[src/rtl/frame_acc_pkg.sv]
// Shared types and width helpers for the frame accumulator.
package frame_acc_pkg;

  typedef enum logic {StEmpty, StFull} state_e;

  localparam int unsigned DefDataW    = 8;
  localparam int unsigned DefFrameLen = 4;
  localparam int unsigned CntW        = $clog2(DefFrameLen);

  // Sized so FRAME_LEN all-ones samples fit exactly.
  function automatic int unsigned sum_width(input int unsigned data_w,
                                            input int unsigned frame_len);
    return data_w + $clog2(frame_len);
  endfunction

  function automatic int unsigned cnt_width(input int unsigned frame_len);
    return $clog2(frame_len);
  endfunction

endpackage

[src/rtl/frame_acc_if.sv]
// Sample input and result handshake bundle for the frame accumulator.
interface frame_acc_if
  import frame_acc_pkg::*;
#(
  parameter int unsigned DATA_W    = DefDataW,
  parameter int unsigned FRAME_LEN = DefFrameLen,
  parameter int unsigned SUM_W     = sum_width(DATA_W, FRAME_LEN)
);
  logic              in_valid;
  logic [DATA_W-1:0] in_data;
  logic              out_ready;
  logic              out_valid;
  logic [SUM_W-1:0]  out_sum;
  logic [DATA_W-1:0] out_max;

  modport master (
    output in_valid, in_data, out_ready,
    input  out_valid, out_sum, out_max
  );

  modport slave (
    input  in_valid, in_data, out_ready,
    output out_valid, out_sum, out_max
  );
endinterface

[src/rtl/frame_acc_core.sv]
// Accumulator datapath: running sum/max, sample count and frame-completion strobe.
module frame_acc_core
  import frame_acc_pkg::*;
#(
  parameter int unsigned DATA_W    = DefDataW,
  parameter int unsigned FRAME_LEN = DefFrameLen,
  parameter int unsigned SUM_W     = sum_width(DATA_W, FRAME_LEN)
) (
  input  logic              clk,
  input  logic              rst,
  input  logic              clear,
  input  logic              in_valid,
  input  logic [DATA_W-1:0] in_data,
  output logic              done,
  output logic [SUM_W-1:0]  fin_sum,
  output logic [DATA_W-1:0] fin_max
);
  localparam int unsigned CW = cnt_width(FRAME_LEN);
  localparam logic [CW-1:0] LastCnt = CW'(FRAME_LEN - 1);

  logic [SUM_W-1:0]  acc_sum_q, acc_sum_d;
  logic [DATA_W-1:0] acc_max_q, acc_max_d;
  logic [CW-1:0]     cnt_q, cnt_d;

  always_comb begin
    fin_sum   = acc_sum_q + SUM_W'(in_data);
    fin_max   = (in_data > acc_max_q) ? in_data : acc_max_q;
    done      = in_valid && !clear && (cnt_q == LastCnt);
    acc_sum_d = acc_sum_q;
    acc_max_d = acc_max_q;
    cnt_d     = cnt_q;
    // Completion and clear both restart the frame; the final values leave via fin_*.
    if (clear || done) begin
      acc_sum_d = '0;
      acc_max_d = '0;
      cnt_d     = '0;
    end else if (in_valid) begin
      acc_sum_d = fin_sum;
      acc_max_d = fin_max;
      cnt_d     = cnt_q + CW'(1);
    end
  end

  always_ff @(posedge clk or posedge rst) begin
    if (rst) begin
      acc_sum_q <= '0;
      acc_max_q <= '0;
      cnt_q     <= '0;
    end else begin
      acc_sum_q <= acc_sum_d;
      acc_max_q <= acc_max_d;
      cnt_q     <= cnt_d;
    end
  end

endmodule

[src/rtl/frame_accumulator.sv]
// Sums and maxes FRAME_LEN samples; double-buffers the result behind a valid/ready handshake.
module frame_accumulator
  import frame_acc_pkg::*;
#(
  parameter int unsigned DATA_W    = DefDataW,
  parameter int unsigned FRAME_LEN = DefFrameLen,
  parameter int unsigned SUM_W     = sum_width(DATA_W, FRAME_LEN)
) (
  input  logic        clk,
  input  logic        rst,
  input  logic        clear,
  frame_acc_if.slave  bus,
  output logic        overflow,
  output logic [7:0]  drop_cnt
);
  logic              done;
  logic [SUM_W-1:0]  fin_sum;
  logic [DATA_W-1:0] fin_max;

  state_e            state_q, state_d;
  logic [SUM_W-1:0]  out_sum_q, out_sum_d;
  logic [DATA_W-1:0] out_max_q, out_max_d;
  logic              ovf_q, ovf_d;
  logic [7:0]        drop_q, drop_d;

  frame_acc_core #(
    .DATA_W    (DATA_W),
    .FRAME_LEN (FRAME_LEN),
    .SUM_W     (SUM_W)
  ) u_core (
    .clk      (clk),
    .rst      (rst),
    .clear    (clear),
    .in_valid (bus.in_valid),
    .in_data  (bus.in_data),
    .done     (done),
    .fin_sum  (fin_sum),
    .fin_max  (fin_max)
  );

  always_comb begin
    state_d   = state_q;
    out_sum_d = out_sum_q;
    out_max_d = out_max_q;
    ovf_d     = ovf_q;
    drop_d    = drop_q;
    if (clear) begin
      ovf_d = 1'b0;
    end
    unique case (state_q)
      StEmpty: begin
        if (done) begin
          out_sum_d = fin_sum;
          out_max_d = fin_max;
          state_d   = StFull;
        end
      end
      StFull: begin
        if (done) begin
          if (bus.out_ready) begin
            out_sum_d = fin_sum;
            out_max_d = fin_max;
          end else begin
            // Held result wins; the new frame is lost.
            ovf_d = 1'b1;
            if (drop_q != 8'hff) begin
              drop_d = drop_q + 8'd1;
            end
          end
        end else if (bus.out_ready) begin
          state_d = StEmpty;
        end
      end
    endcase
  end

  always_ff @(posedge clk or posedge rst) begin
    if (rst) begin
      state_q   <= StEmpty;
      out_sum_q <= '0;
      out_max_q <= '0;
      ovf_q     <= 1'b0;
      drop_q    <= 8'd0;
    end else begin
      state_q   <= state_d;
      out_sum_q <= out_sum_d;
      out_max_q <= out_max_d;
      ovf_q     <= ovf_d;
      drop_q    <= drop_d;
    end
  end

  assign bus.out_valid = (state_q == StFull);
  assign bus.out_sum   = out_sum_q;
  assign bus.out_max   = out_max_q;
  assign overflow      = ovf_q;
  assign drop_cnt      = drop_q;

endmodule

[src/flat_wrapper.sv]
// flat-port wrapper written by rule: the top's interface ports become plain ports
module frame_accumulator_flat import frame_acc_pkg::*;
#(
  parameter int unsigned DATA_W    = DefDataW,
  parameter int unsigned FRAME_LEN = DefFrameLen,
  parameter int unsigned SUM_W     = sum_width(DATA_W, FRAME_LEN)
)
  (clk, rst, clear, overflow, drop_cnt, bus_in_valid, bus_in_data, bus_out_ready, bus_out_valid, bus_out_sum, bus_out_max);
  frame_acc_if #(.DATA_W(DATA_W), .FRAME_LEN(FRAME_LEN), .SUM_W(SUM_W)) bus_i ();
  input  logic clk;
  input  logic rst;
  input  logic clear;
  output logic overflow;
  output logic [7:0] drop_cnt;
  input wire logic [$bits(bus_i.in_valid)-1:0] bus_in_valid;
  input wire logic [$bits(bus_i.in_data)-1:0] bus_in_data;
  input wire logic [$bits(bus_i.out_ready)-1:0] bus_out_ready;
  output wire logic [$bits(bus_i.out_valid)-1:0] bus_out_valid;
  output wire logic [$bits(bus_i.out_sum)-1:0] bus_out_sum;
  output wire logic [$bits(bus_i.out_max)-1:0] bus_out_max;
  assign bus_i.in_valid = bus_in_valid;
  assign bus_i.in_data = bus_in_data;
  assign bus_i.out_ready = bus_out_ready;
  assign bus_out_valid = bus_i.out_valid;
  assign bus_out_sum = bus_i.out_sum;
  assign bus_out_max = bus_i.out_max;
  frame_accumulator #(.DATA_W(DATA_W), .FRAME_LEN(FRAME_LEN), .SUM_W(SUM_W)) u_core (.clk(clk), .rst(rst), .clear(clear), .bus(bus_i), .overflow(overflow), .drop_cnt(drop_cnt));
endmodule
[config.mk]
export PLATFORM = sky130hd
export DESIGN_NAME = frame_accumulator_flat
export DESIGN_NICKNAME = d
export VERILOG_FILES = /design/src/rtl/frame_acc_pkg.sv /design/src/rtl/frame_acc_if.sv /design/src/rtl/frame_acc_core.sv /design/src/rtl/frame_accumulator.sv /design/src/flat_wrapper.sv
export SDC_FILE = /design/constraint.sdc
export NUM_CORES = 1
export LEC_CHECK = 0
export CAP_MARGIN = 25
export CORE_ASPECT_RATIO = 1.75
export CORE_MARGIN = 5
export CORE_UTILIZATION = 51
export CTS_CLUSTER_DIAMETER = 150
export CTS_CLUSTER_SIZE = 12
export DETAILED_ROUTE_END_ITERATION = 10
export PLACE_DENSITY = 0.76
export SLEW_MARGIN = 20
export SYNTH_ARGS = -nofsm -noshare
export SYNTH_HDL_FRONTEND = slang
export SYNTH_HIERARCHICAL = 1
export SYNTH_SLANG_ARGS = --single-unit
[constraint.sdc]
create_clock -name clk -period 4.41 [get_ports clk]
set_input_delay 1.323 -clock clk [delete_from_list [all_inputs] [get_ports clk]]
set_output_delay 1.323 -clock clk [all_outputs]
set_load 0.01 [all_outputs]
After elaboration in Yosys (flattened, before gate mapping)
Cells that the tools add are included.

storage, ports and cells
  register bits = 48
  output and inout port bits = 28
  word-level logic and storage cells = 49

operators by class
  $add $sub $neg = 3
  $lt $le $gt $ge = 1
  equality and inequality tests = 5
  multiplexer cells = 23
  bitwise logic cells = 2
  reduce and logical (&&, ||, !) cells = 7

operator list
  kind                                                            count
  10-bit 2-to-1 mux                                               5
  8-bit 2-to-1 mux                                                6
  10-bit one-hot mux with 2 select lines                          1
  8-bit one-hot mux with 2 select lines                           1
  10-bit by 8-bit adder with 10-bit output                        1
  8-bit by 1-bit adder with 8-bit output (second input constant)  1
  8-bit > comparator                                              1
  8-bit != test (second input constant)                           1
  1-bit 2-to-1 mux                                                7
  2-bit != test (second input constant)                           3
  2-bit 2-to-1 mux                                                2
  4-bit AND reduction                                             1
  3-bit AND reduction                                             1
  2-bit by 1-bit adder with 2-bit output (second input constant)  1
  2-bit == test (second input constant)                           1
  1-bit logical AND                                               2
  1-bit NOT                                                       2
  1-bit one-hot mux with 2 select lines                           1
  2-bit nonzero test                                              1
  1-bit zero test                                                 1
  1-bit logical OR                                                1

Longest topological paths before layout
Gate-level depths: netlist of the first run.

  depth after elaboration = 5
  mapped depth = 9
  gate-level depth less buffers = 9

By module
Netlist of the first run, hierarchy kept.

modules (own cells, without submodules)
  module             times used  cells each  area an instance (um^2)
  frame_acc_core     1           155         1500.2
  frame_accumulator  1           79          1148.6

Worst setup path before layout of the first run
Ideal clock, no wire load.

  kind = input-to-reg
  start point = in bus_in_data[1]
  end point = reg u_core.out_max_q[6], in the netlist u_core/bus.out_max[6]
  library setup time = 125 ps
  arrival time = 3028 ps
  required time = 4285 ps
  path slack = 1257 ps
  cell stages on the path = 8
  path buffers = 1
  cells stage by stage = ha_1 nor2b_1 o211ai_1 a21o_1 a21oi_2 buf_4 mux2_2 mux2_2

between the ends
  cells in the longest elaborated chain, start to end = 5
  elaborated cells between the ends (all ways) = 6
  those cells by class = order compare (1); mux (5)

ends and longest elaborated chain
  item                                       line                     RTL
  start, declared                            flat_wrapper.sv:16       input wire logic [$bits(bus_i.in_data)-1:0] bus_in_data;
  8-bit > comparator (*)                     frame_acc_core.sv:27     fin_max = (in_data > acc_max_q) ? in_data : acc_max_q;
  8-bit 2-to-1 mux (*)                       frame_acc_core.sv:27
  net u_core.fin_max[6]                      frame_accumulator.sv:18  logic [DATA_W-1:0] fin_max;
  8-bit 2-to-1 mux                           frame_accumulator.sv:60  if (bus.out_ready) begin
  8-bit 2-to-1 mux                           frame_accumulator.sv:59  if (done) begin
  8-bit one-hot mux with 2 select lines (*)  frame_accumulator.sv:50  unique case (state_q)
  end signal, assigned                       frame_accumulator.sv:87  out_max_q <= out_max_d;
  end, declared                              frame_accumulator.sv:22  logic [DATA_W-1:0] out_max_q, out_max_d;

Mark *: on every way through the listed nets, which the timed path passes. The rest lies on a longest branch. The select of a mux whose other input is x is not followed.
A chain may end at the register's enable or synchronous reset.

Worst setup path in the final report of the first run
  start point = in bus_in_data[7]
  end point = reg u_core.out_max_q[3], in the netlist u_core/bus.out_max[3]

The elaborated chain is that of the path after synthesis.

==> results of run 1 <==
[cell usage after synthesis, types with 4 or more instances]
cell / n
inv_1: 17
nor2_1: 9
o21ai_0: 7
dfrtp_1: 48
a21oi_1: 13
a32o_1: 9
xor2_1: 6
nand3_1: 6
xnor2_1: 6
nand2_1: 9
mux2_2: 26
a21o_1: 4
a22o_1: 6
ha_1: 18
[critical path, stage by stage]
cell and delay [ps]:
clkdlybuf4s50_1 480, ha_1 350, nand4_1 160, a21o_1 220, a21oi_2 220, buf_4 250
mux2_2 360, mux2_2 260
[flip-flops by register name, summed over array words and instances, names as in the netlist]
signal / cells
u_core/bus.out_max: 8
u_core/u_core/acc_max_q: 8
u_core/bus.out_sum: 10
u_core/bus.out_valid: 1
u_core/drop_cnt: 8
u_core/overflow: 1
u_core/u_core/cnt_q: 2
u_core/u_core/acc_sum_q: 10
[area by class of cell]
class	count	area [µm²]	share of cell area (%)
clock buffers	6	72.57	2.278
clock inverters	1	5.005	0.1571
inverters	17	63.81	2.003
multi-input cells	162	1353	42.46
flip-flops and latches	48	1201	37.71
well taps	54	67.56	2.121
repair buffers	43	422.9	13.28
[layer usage]
layer  vias up  GRT usage (%)  part of all wire (%)
met1       967          20.72                    40
met4         0          6.505                   1.8
met2        51          30.99                    54
li1        942              -                     -
met5         -              0                     0
met3         7          3.088                   4.0
[kinds of logic (layout without fill, tap and decap cells)]
| group | Yosys count | after routing | synth area share, % |
|---|---|---|---|
| fa+ha+maj | 19 | 19 | 9.259 |
| compound gates | 53 | 53 | 15.26 |
| buf+inv | 24 | 67 | 3.779 |
| xor+xnor | 12 | 12 | 3.968 |
| flops | 48 | 48 | 45.35 |
| mux | 27 | 27 | 11.43 |
| simple gates | 51 | 51 | 10.96 |
[where the power goes]
group / switching, mW / internal [mW]
registers: 0.0274 / 0.491
clock network: 0.138 / 0.108
logic: 0.153 / 0.172
[through the flow]
step                power (mW)  instances  util, %
detailed placement      0.8537        324    61.91
finish                   1.090        331    63.46
global route             1.159        331    63.46
CTS                      1.102        331    63.46
floorplan               0.7323        234        -
global placement        0.8486        324    61.91
[worst min path at each step]
stage | slack [ps] | depth (start not counted) | to | startpoint
6_report | 500 | 2 | u_core/u_core/acc_sum_q[7] | u_core/u_core/acc_sum_q[7]
5_1_grt | 520 | 1 | u_core/bus.out_sum[8] | u_core/bus.out_sum[8]
4_1_cts | 500 | 1 | u_core/u_core/acc_max_q[1] | u_core/u_core/acc_max_q[1]
3_5_place_dp | 480 | 1 | u_core/u_core/acc_max_q[1] | u_core/u_core/acc_max_q[1]
3_3_place_gp | 480 | 1 | u_core/u_core/acc_max_q[1] | u_core/u_core/acc_max_q[1]
2_1_floorplan | 460 | 2 | u_core/u_core/acc_sum_q[7] | u_core/u_core/acc_sum_q[7]
==> impl_metrics.yaml, run 1 <==
finish:
  fillerInstances: 413
  diodes: 0
  synthToLayoutAreaGrowth_pct: 20.26
  final_common_cell: "dfrtp_1"
  most-common-layout-cells: "dfrtp_1 (48), clkdlybuf4s50_1 (40), mux2_2 (26)"
  drive_gt1_share_pct: 17.69
  fin_area_mm2: 0.003186
  nNetsFinal: 309
sta:
  tightest_slew_ps: 818.2
  hold-worst-slack_ps: 501.0
  relSlewSlack_pct: 45.39
  rsz0062_at_grt: "no"
  period_share_pct: 77.69
  tns_ps: 0
  hold_violations: 0
  fin_skew_ps: 7.335
  min_period_ps: 3426
  setup_viol: 0
  drv_slew: 0
  fmax_ghz: 0.2919
  finalWorstSetupSlack_ps: 983.9
setup_path:
  startpoint: "bus_in_data[7]"
  crit_path_end: "u_core/bus.out_max[3]"
  rrSetupSlack_ps: 2130
  critPathKind: "in2reg"
  critPathLaunchType: "input port"
  reg2reg_to: "u_core/bus.out_max[3]"
  crit_arrival_ps: 3620
  reg2reg_depth: 8
  r2r_start: "u_core/u_core/acc_max_q[7]"
  crit_required_ps: 4600
  path_max_fanout: 13
  cp-end-kind: "flip-flop"
die:
  start_util_pct: 52.77
  fp-row-count: 34
  die_y_um: 105.3
  core-area_mm2: 0.005020
  ios: 41
  die_x_um: 64.48
  dieArea_mm2: 0.006791
synthesis:
  synth.net_count: 266
  synth.avg_cell_area_um2: 11.32
  syn_area_mm2: 0.002649
  yosys.area.top_type: "dfrtp_1"
  ys_ff_latch: 48
  synth.top_cell.area_share_pct: 45.35
  synth_top_cells_by_area: "dfrtp_1 (45%), mux2_2 (11%), ha_1 (8.5%)"
  yosys_warnings: 6
  synthDistinctLibCells: 46
  synth_edf_count: 0
  synthFlopType: "dfrtp_1"
  synthCells: 234
  synthArstFlopShare_pct: 100.0
  synth-seq-area-share_pct: 45.35
placement:
  placedInstanceArea_mm2: 0.003108
  preCtsSetupSlack_ps: 668.5
  port_buffers: 40
  place.gp.congestion: 0.8062
  hpwlAfterDp_um: 4043
grt:
  grt_pass1_vias: 1962
  track_usage_pct: 17.47
  grt_pass1_wl_um: 9356
  grt-ovfl-total: 0
  grt_max_degree: 29
  antenna_found_initial: 0
routing:
  via_per_inst: 5.943
  drt_iter0_drc: 78
  routed_wl_um: 5468
  vias: 1967
  wl_per_cell_um: 16.52
  drc_errors: 0
  ant_nets: 0
  dr.pass1.iters: 4
clock_network:
  postCtsResizedCells: 0
  clk_latency_ps: 300
  cts_tree: "built"
  htreeDepth: 2
  cts_buffers: 5
  cts_setup_buffers: 0
  path_clk_slew_ps: 90
  ctsHoldBuffers: 0
  clk_path_buf_depth: 2
  clock-sinks: 48
  clockRootBuffer: "clkbuf_8"
flow_run:
  cap_viol_max_count: 0
outcome:
  status: "complete, no violations"
worst_hold_path:
  hp-class: "reg2reg"
power:
  vdd_ir_drop_max_mv: 0.2461
  p_leak_nw: 1.502
  powerDensity_mw_per_mm2: 342.1
Note: power is estimated with default switching activity, not from simulation.
==> run 2, diff against run 1 <==
==> constraint.sdc (replaced) <==
create_clock -name clk -period 3.2 [get_ports clk]
set_input_delay 0.96 -clock clk [delete_from_list [all_inputs] [get_ports clk]]
set_output_delay 0.96 -clock clk [all_outputs]
set_load 0.01 [all_outputs]
==> run 2 against run 1 <==
  * Via count grew 1.5%
  * Worst hold slack better by 7.6 ps
  * Global-route usage grew 0.84 points
  * Clock skew is 3.5 ps lower
  * Register-to-register slack lost 1100 ps
  * Clock power increased by 58%
  * Wire length rose by 4.0%
  * Core utilization increased by 2.6 points
  * Setup slack got worse by 770 ps
  * First-iteration DRC count shrank 32%
  * Critical path depth increased by 2
  * Combinational power grew 47%
==> impl_metrics.yaml, run 2 (synthesis gave the netlist of run 1 again) <==
finish:
  final_common_cell: "dfrtp_1"
  nNetsFinal: 322
  stdcell_count: 344
  drive_gt1_share_pct: 21.38
  most-common-layout-cells: "dfrtp_1 (48), clkdlybuf4s50_1 (40), mux2_2 (26)"
  diodes: 0
  synthToLayoutAreaGrowth_pct: 25.13
  fillerInstances: 418
power:
  powerDensity_mw_per_mm2: 477.4
  p_leak_nw: 1.579
  vdd_ir_drop_max_mv: 0.3885
  p_total_mw: 1.582
routing:
  ant_nets: 0
  drt_iter0_drc: 53
  vias: 1997
  routed_wl_um: 5686
  via_per_inst: 5.805
  dr.pass1.iters: 4
  wl_per_cell_um: 16.53
  drc_errors: 0
clock_network:
  htreeDepth: 2
  clockRootBuffer: "clkbuf_8"
  cts_buffers: 5
  clock-sinks: 48
  ctsHoldBuffers: 0
  cts_setup_buffers: 0
  clk_path_buf_depth: 2
  path_clk_slew_ps: 80
  cts_tree: "built"
  clk_latency_ps: 290
  postCtsResizedCells: 0
sta:
  fin_skew_ps: 3.823
  tightest_slew_ps: 816.8
  tns_ps: 0
  fmax_ghz: 0.3346
  setup_viol: 0
  min_period_ps: 2989
  drv_slew: 0
  rsz0062_at_grt: "no"
  relSlewSlack_pct: 45.49
  hold_violations: 0
  period_share_pct: 93.40
flow_run:
  cap_viol_max_count: 0
worst_hold_path:
  whs_path_depth: 1
  hp-class: "reg2reg"
die:
  core-area_mm2: 0.005020
  die_x_um: 64.48
  fp-row-count: 34
  start_util_pct: 52.77
  dieArea_mm2: 0.006791
  ios: 41
  die_y_um: 105.3
grt:
  grt_pass1_vias: 2089
  antenna_found_initial: 0
  grt_pass1_wl_um: 9873
  grt_max_degree: 29
  track_usage_pct: 18.31
  grt-ovfl-total: 0
setup_path:
  cp-end-kind: "flip-flop"
  critPathMaxStageDelay_ps: 470
  path_max_fanout: 4
  crit_arrival_ps: 3170
  critPathKind: "in2reg"
  critPathLaunchType: "input port"
  crit_required_ps: 3380
  reg2reg_depth: 9
  crit_slowest_cell: "clkdlybuf4s50_1"
  cp_cell_sequence: "clkdlybuf4s50_1 -> ha_1 -> inv_1 -> fa_1 -> nor2b_1 -> o31a_1 -> o21a_1 -> or3_1 -> and2_1 -> mux2_2"
placement:
  port_buffers: 40
  hpwlAfterDp_um: 4309
  place.gp.congestion: 0.8207
  dpl.cell_count: 337
outcome:
  status: "complete, no violations"
## run 2: worst max-delay path: cells and delay by family
family | cells | cell delay [ps]
AND/OR/NAND/NOR | 3 | 560
adder cells (fa/ha/maj) | 2 | 430
multiplexers | 1 | 250
AO/OA/AOI/OAI | 2 | 440
buffers and inverters | 2 | 540
## run 2: final cells by class
cell class                      count  area [µm²]  share of cell area, %
Clock buffer                        7       96.34                  2.907
Inverter                           17       63.81                  1.925
Multi-Input combinational cell    162        1353                  40.81
Timing Repair Buffer               56       533.0                  16.08
Sequential cell                    48        1201                  36.24
Tap cell                           54       67.56                  2.039
## run 2: final timing paths
check                                            from                         end  slack, ps
max                                    bus_in_data[0]       u_core/bus.out_sum[6]        210
min                             u_core/bus.out_sum[2]       u_core/bus.out_sum[2]        510
max reg2reg                u_core/u_core/acc_max_q[1]       u_core/bus.out_max[7]       1000
min reg2reg                     u_core/bus.out_sum[2]       u_core/bus.out_sum[2]        510
max in group asynchronous                         rst  u_core/u_core/acc_sum_q[1]       1540
min in group asynchronous                         rst       u_core/bus.out_sum[1]       1070
## run 2: stage by stage
step / hold WS [ps] / util [%] / cell area (µm²) / worst slack (ps)
2_1_floorplan: 458.8 / - / 2649 / 410.5
3_3_place_gp: 472.3 / 64.11 / 3218 / -24.94
3_5_place_dp: 488.0 / 64.11 / 3218 / -80.80
4_1_cts: 508.8 / 66.03 / 3314 / 219.1
5_1_grt: 525.0 / 66.03 / 3314 / 119.8
6_report: 508.6 / 66.03 / 3314 / 211.3
## run 2: where the power goes
group / switching [mW] / internal, mW / total (mW)
clock network: 0.196 / 0.193 / 0.389
logic: 0.217 / 0.260 / 0.477
registers: 0.0391 / 0.677 / 0.716
total: 0.452 / 1.13 / 1.58
## run 2: per-layer routing
layer  track usage, %  share of wire (%)  up-vias
met5                0                  0        -
met4            5.446                1.4        0
met3            2.769                2.9        7
met2            34.39                 57       31
met1            20.84                 39      995
li1                 -                  -      964
==> run 3, diff against run 2 <==
--- a/config.mk
+++ b/config.mk
@@ -12,7 +12,7 @@
 export CTS_CLUSTER_DIAMETER = 150
 export CTS_CLUSTER_SIZE = 12
 export DETAILED_ROUTE_END_ITERATION = 10
-export PLACE_DENSITY = 0.76
+export PLACE_DENSITY = 0.78
 export SLEW_MARGIN = 20
 export SYNTH_ARGS = -nofsm -noshare
 export SYNTH_HDL_FRONTEND = slang
==> run 3 against run 2 <==
  * Sequential power is essentially flat
  * Largest cell class unchanged
  * Total power increased by 2.7%
  * Worst hold slack lost 7.3 ps
  * Final area grew 0.19%
  * Setup slack improved by 29 ps
  * Final cell count is 0.58% higher
  * First-iteration DRC count grew 23%
  * Die area unchanged
  * Via count rose by 2.7%
==> impl_metrics.yaml, run 3 (synthesis gave the netlist of run 1 again) <==
worst_hold_path:
  hp-class: "reg2reg"
  whs_path_depth: 2
  min_to: "u_core/u_core/acc_sum_q[7]"
  hp-start: "u_core/u_core/acc_sum_q[7]"
sta:
  drv_slew: 0
  fin_skew_ps: 10.52
  relSlewSlack_pct: 45.36
  setup_viol: 0
  period_share_pct: 92.48
  fmax_ghz: 0.3379
  tightest_slew_ps: 818.7
  rsz0062_at_grt: "no"
  tns_ps: 0
  min_period_ps: 2959
  hold_violations: 0
setup_path:
  crit_required_ps: 3390
  cp-end-kind: "flip-flop"
  critPathLaunchType: "input port"
  path_max_fanout: 4
  r2r_start: "u_core/u_core/acc_sum_q[0]"
  crit_slowest_cell: "clkdlybuf4s50_1"
  critPathTopFamily: "simple AND/OR/NAND/NOR gates"
  rrSetupSlack_ps: 1020
  cp_cell_sequence: "clkdlybuf4s50_1 -> ha_1 -> inv_1 -> fa_1 -> nor2b_1 -> o31a_1 -> o21a_1 -> or3_1 -> and2_1 -> mux2_2"
  reg2reg_to: "u_core/bus.out_sum[6]"
  critPathMaxStageDelay_ps: 460
  cp.depth: 10
  reg2reg_depth: 9
  crit_arrival_ps: 3150
  critPathKind: "in2reg"
  path_buf_inv: 2
clock_network:
  cts_buffers: 5
  ctsHoldBuffers: 0
  clk_path_buf_depth: 2
  clk_latency_ps: 300
  clockRootBuffer: "clkbuf_8"
  cts_setup_buffers: 0
  clock-sinks: 48
  path_clk_slew_ps: 80
  postCtsResizedCells: 0
  htreeDepth: 2
  cts_tree: "built"
routing:
  via_per_inst: 5.925
  wl_per_cell_um: 16.49
  routed_wl_um: 5707
  drc_errors: 0
  ant_nets: 0
  dr.pass1.iters: 4
  drt_iter0_drc: 65
  vias: 2050
finish:
  synthToLayoutAreaGrowth_pct: 25.37
  fillerInstances: 398
  most-common-layout-cells: "dfrtp_1 (48), clkdlybuf4s50_1 (40), mux2_2 (26)"
  nNetsFinal: 323
  stdcell_count: 346
  drive_gt1_share_pct: 21.58
  fin_area_mm2: 0.003321
  diodes: 0
  final_common_cell: "dfrtp_1"
  fin_util_pct: 66.15
die:
  dieArea_mm2: 0.006791
  ios: 41
  core-area_mm2: 0.005020
  fp-row-count: 34
  die_x_um: 64.48
  die_y_um: 105.3
  start_util_pct: 52.77
placement:
  dpl.cell_count: 338
  hpwlAfterDp_um: 4215
  port_buffers: 40
  placedInstanceArea_mm2: 0.003213
  place.gp.congestion: 0.8029
outcome:
  status: "complete, no violations"
flow_run:
  cap_viol_max_count: 0
grt:
  grt_pass1_vias: 2133
  track_usage_pct: 18.28
  grt_pass1_wl_um: 9873
  grt_max_degree: 29
  antenna_found_initial: 0
  grt-ovfl-total: 0
power:
  powerDensity_mw_per_mm2: 489.2
  vdd_ir_drop_max_mv: 0.4157
  p_total_mw: 1.624
  p_leak_nw: 1.584
## run 3: final cells by class
cell class / count / area, µm² / share of cell area [%]
repair buffers: 57 / 528.0 / 15.90
clock buffers: 6 / 72.57 / 2.185
clock inverters: 2 / 35.03 / 1.055
flip-flops and latches: 48 / 1201 / 36.17
inverters: 17 / 63.81 / 1.922
well taps: 54 / 67.56 / 2.035
multi-input cells: 162 / 1353 / 40.73
## run 3: metrics by stage
step                setup WS, ps  hold slack (ps)
global placement          -32.30            475.6
finish                     240.8            501.3
CTS                        249.0            501.2
floorplan                  410.5            458.8
global route               83.73            530.0
detailed placement        -65.05            480.7
## run 3: worst max path at each step
stage,from,to,slack [ps]
final,bus_in_data[0],u_core/bus.out_sum[6],240
after global routing,bus_in_data[0],u_core/bus.out_sum[6],80
after CTS,bus_in_data[0],u_core/bus.out_sum[6],250
after detailed placement,bus_in_data[0],u_core/bus.out_sum[6],-70
after global placement,bus_in_data[0],u_core/bus.out_sum[6],-30
after floorplan,bus_in_data[1],u_core/bus.out_max[6],410
## run 3: metal layers
metal / part of all wire [%] / track usage, % / vias up / wire length [µm]
met5: 0 / 0 / - / 0
met4: 2.1 / 6.354 / 0 / 118
met2: 55 / 33.95 / 46 / 3119
li1: - / - / 967 / -
met1: 40 / 20.41 / 1026 / 2270
met3: 3.5 / 3.301 / 11 / 198
## run 3: worst register-to-register path, cell delays in order (launching register included)
cell and delay [ps]:
dfrtp_1 390, ha_1 190, inv_1 70, fa_1 180, nor2b_1 60, o31a_1 260, o21a_1 180, or3_1 320
and2_1 160, mux2_2 250
## run 3: power by group
| group | switching, mW | internal, mW | total, mW |
|---|---|---|---|
| sequential | 0.0391 | 0.677 | 0.716 |
| combinational | 0.219 | 0.256 | 0.475 |
| clock | 0.201 | 0.232 | 0.433 |
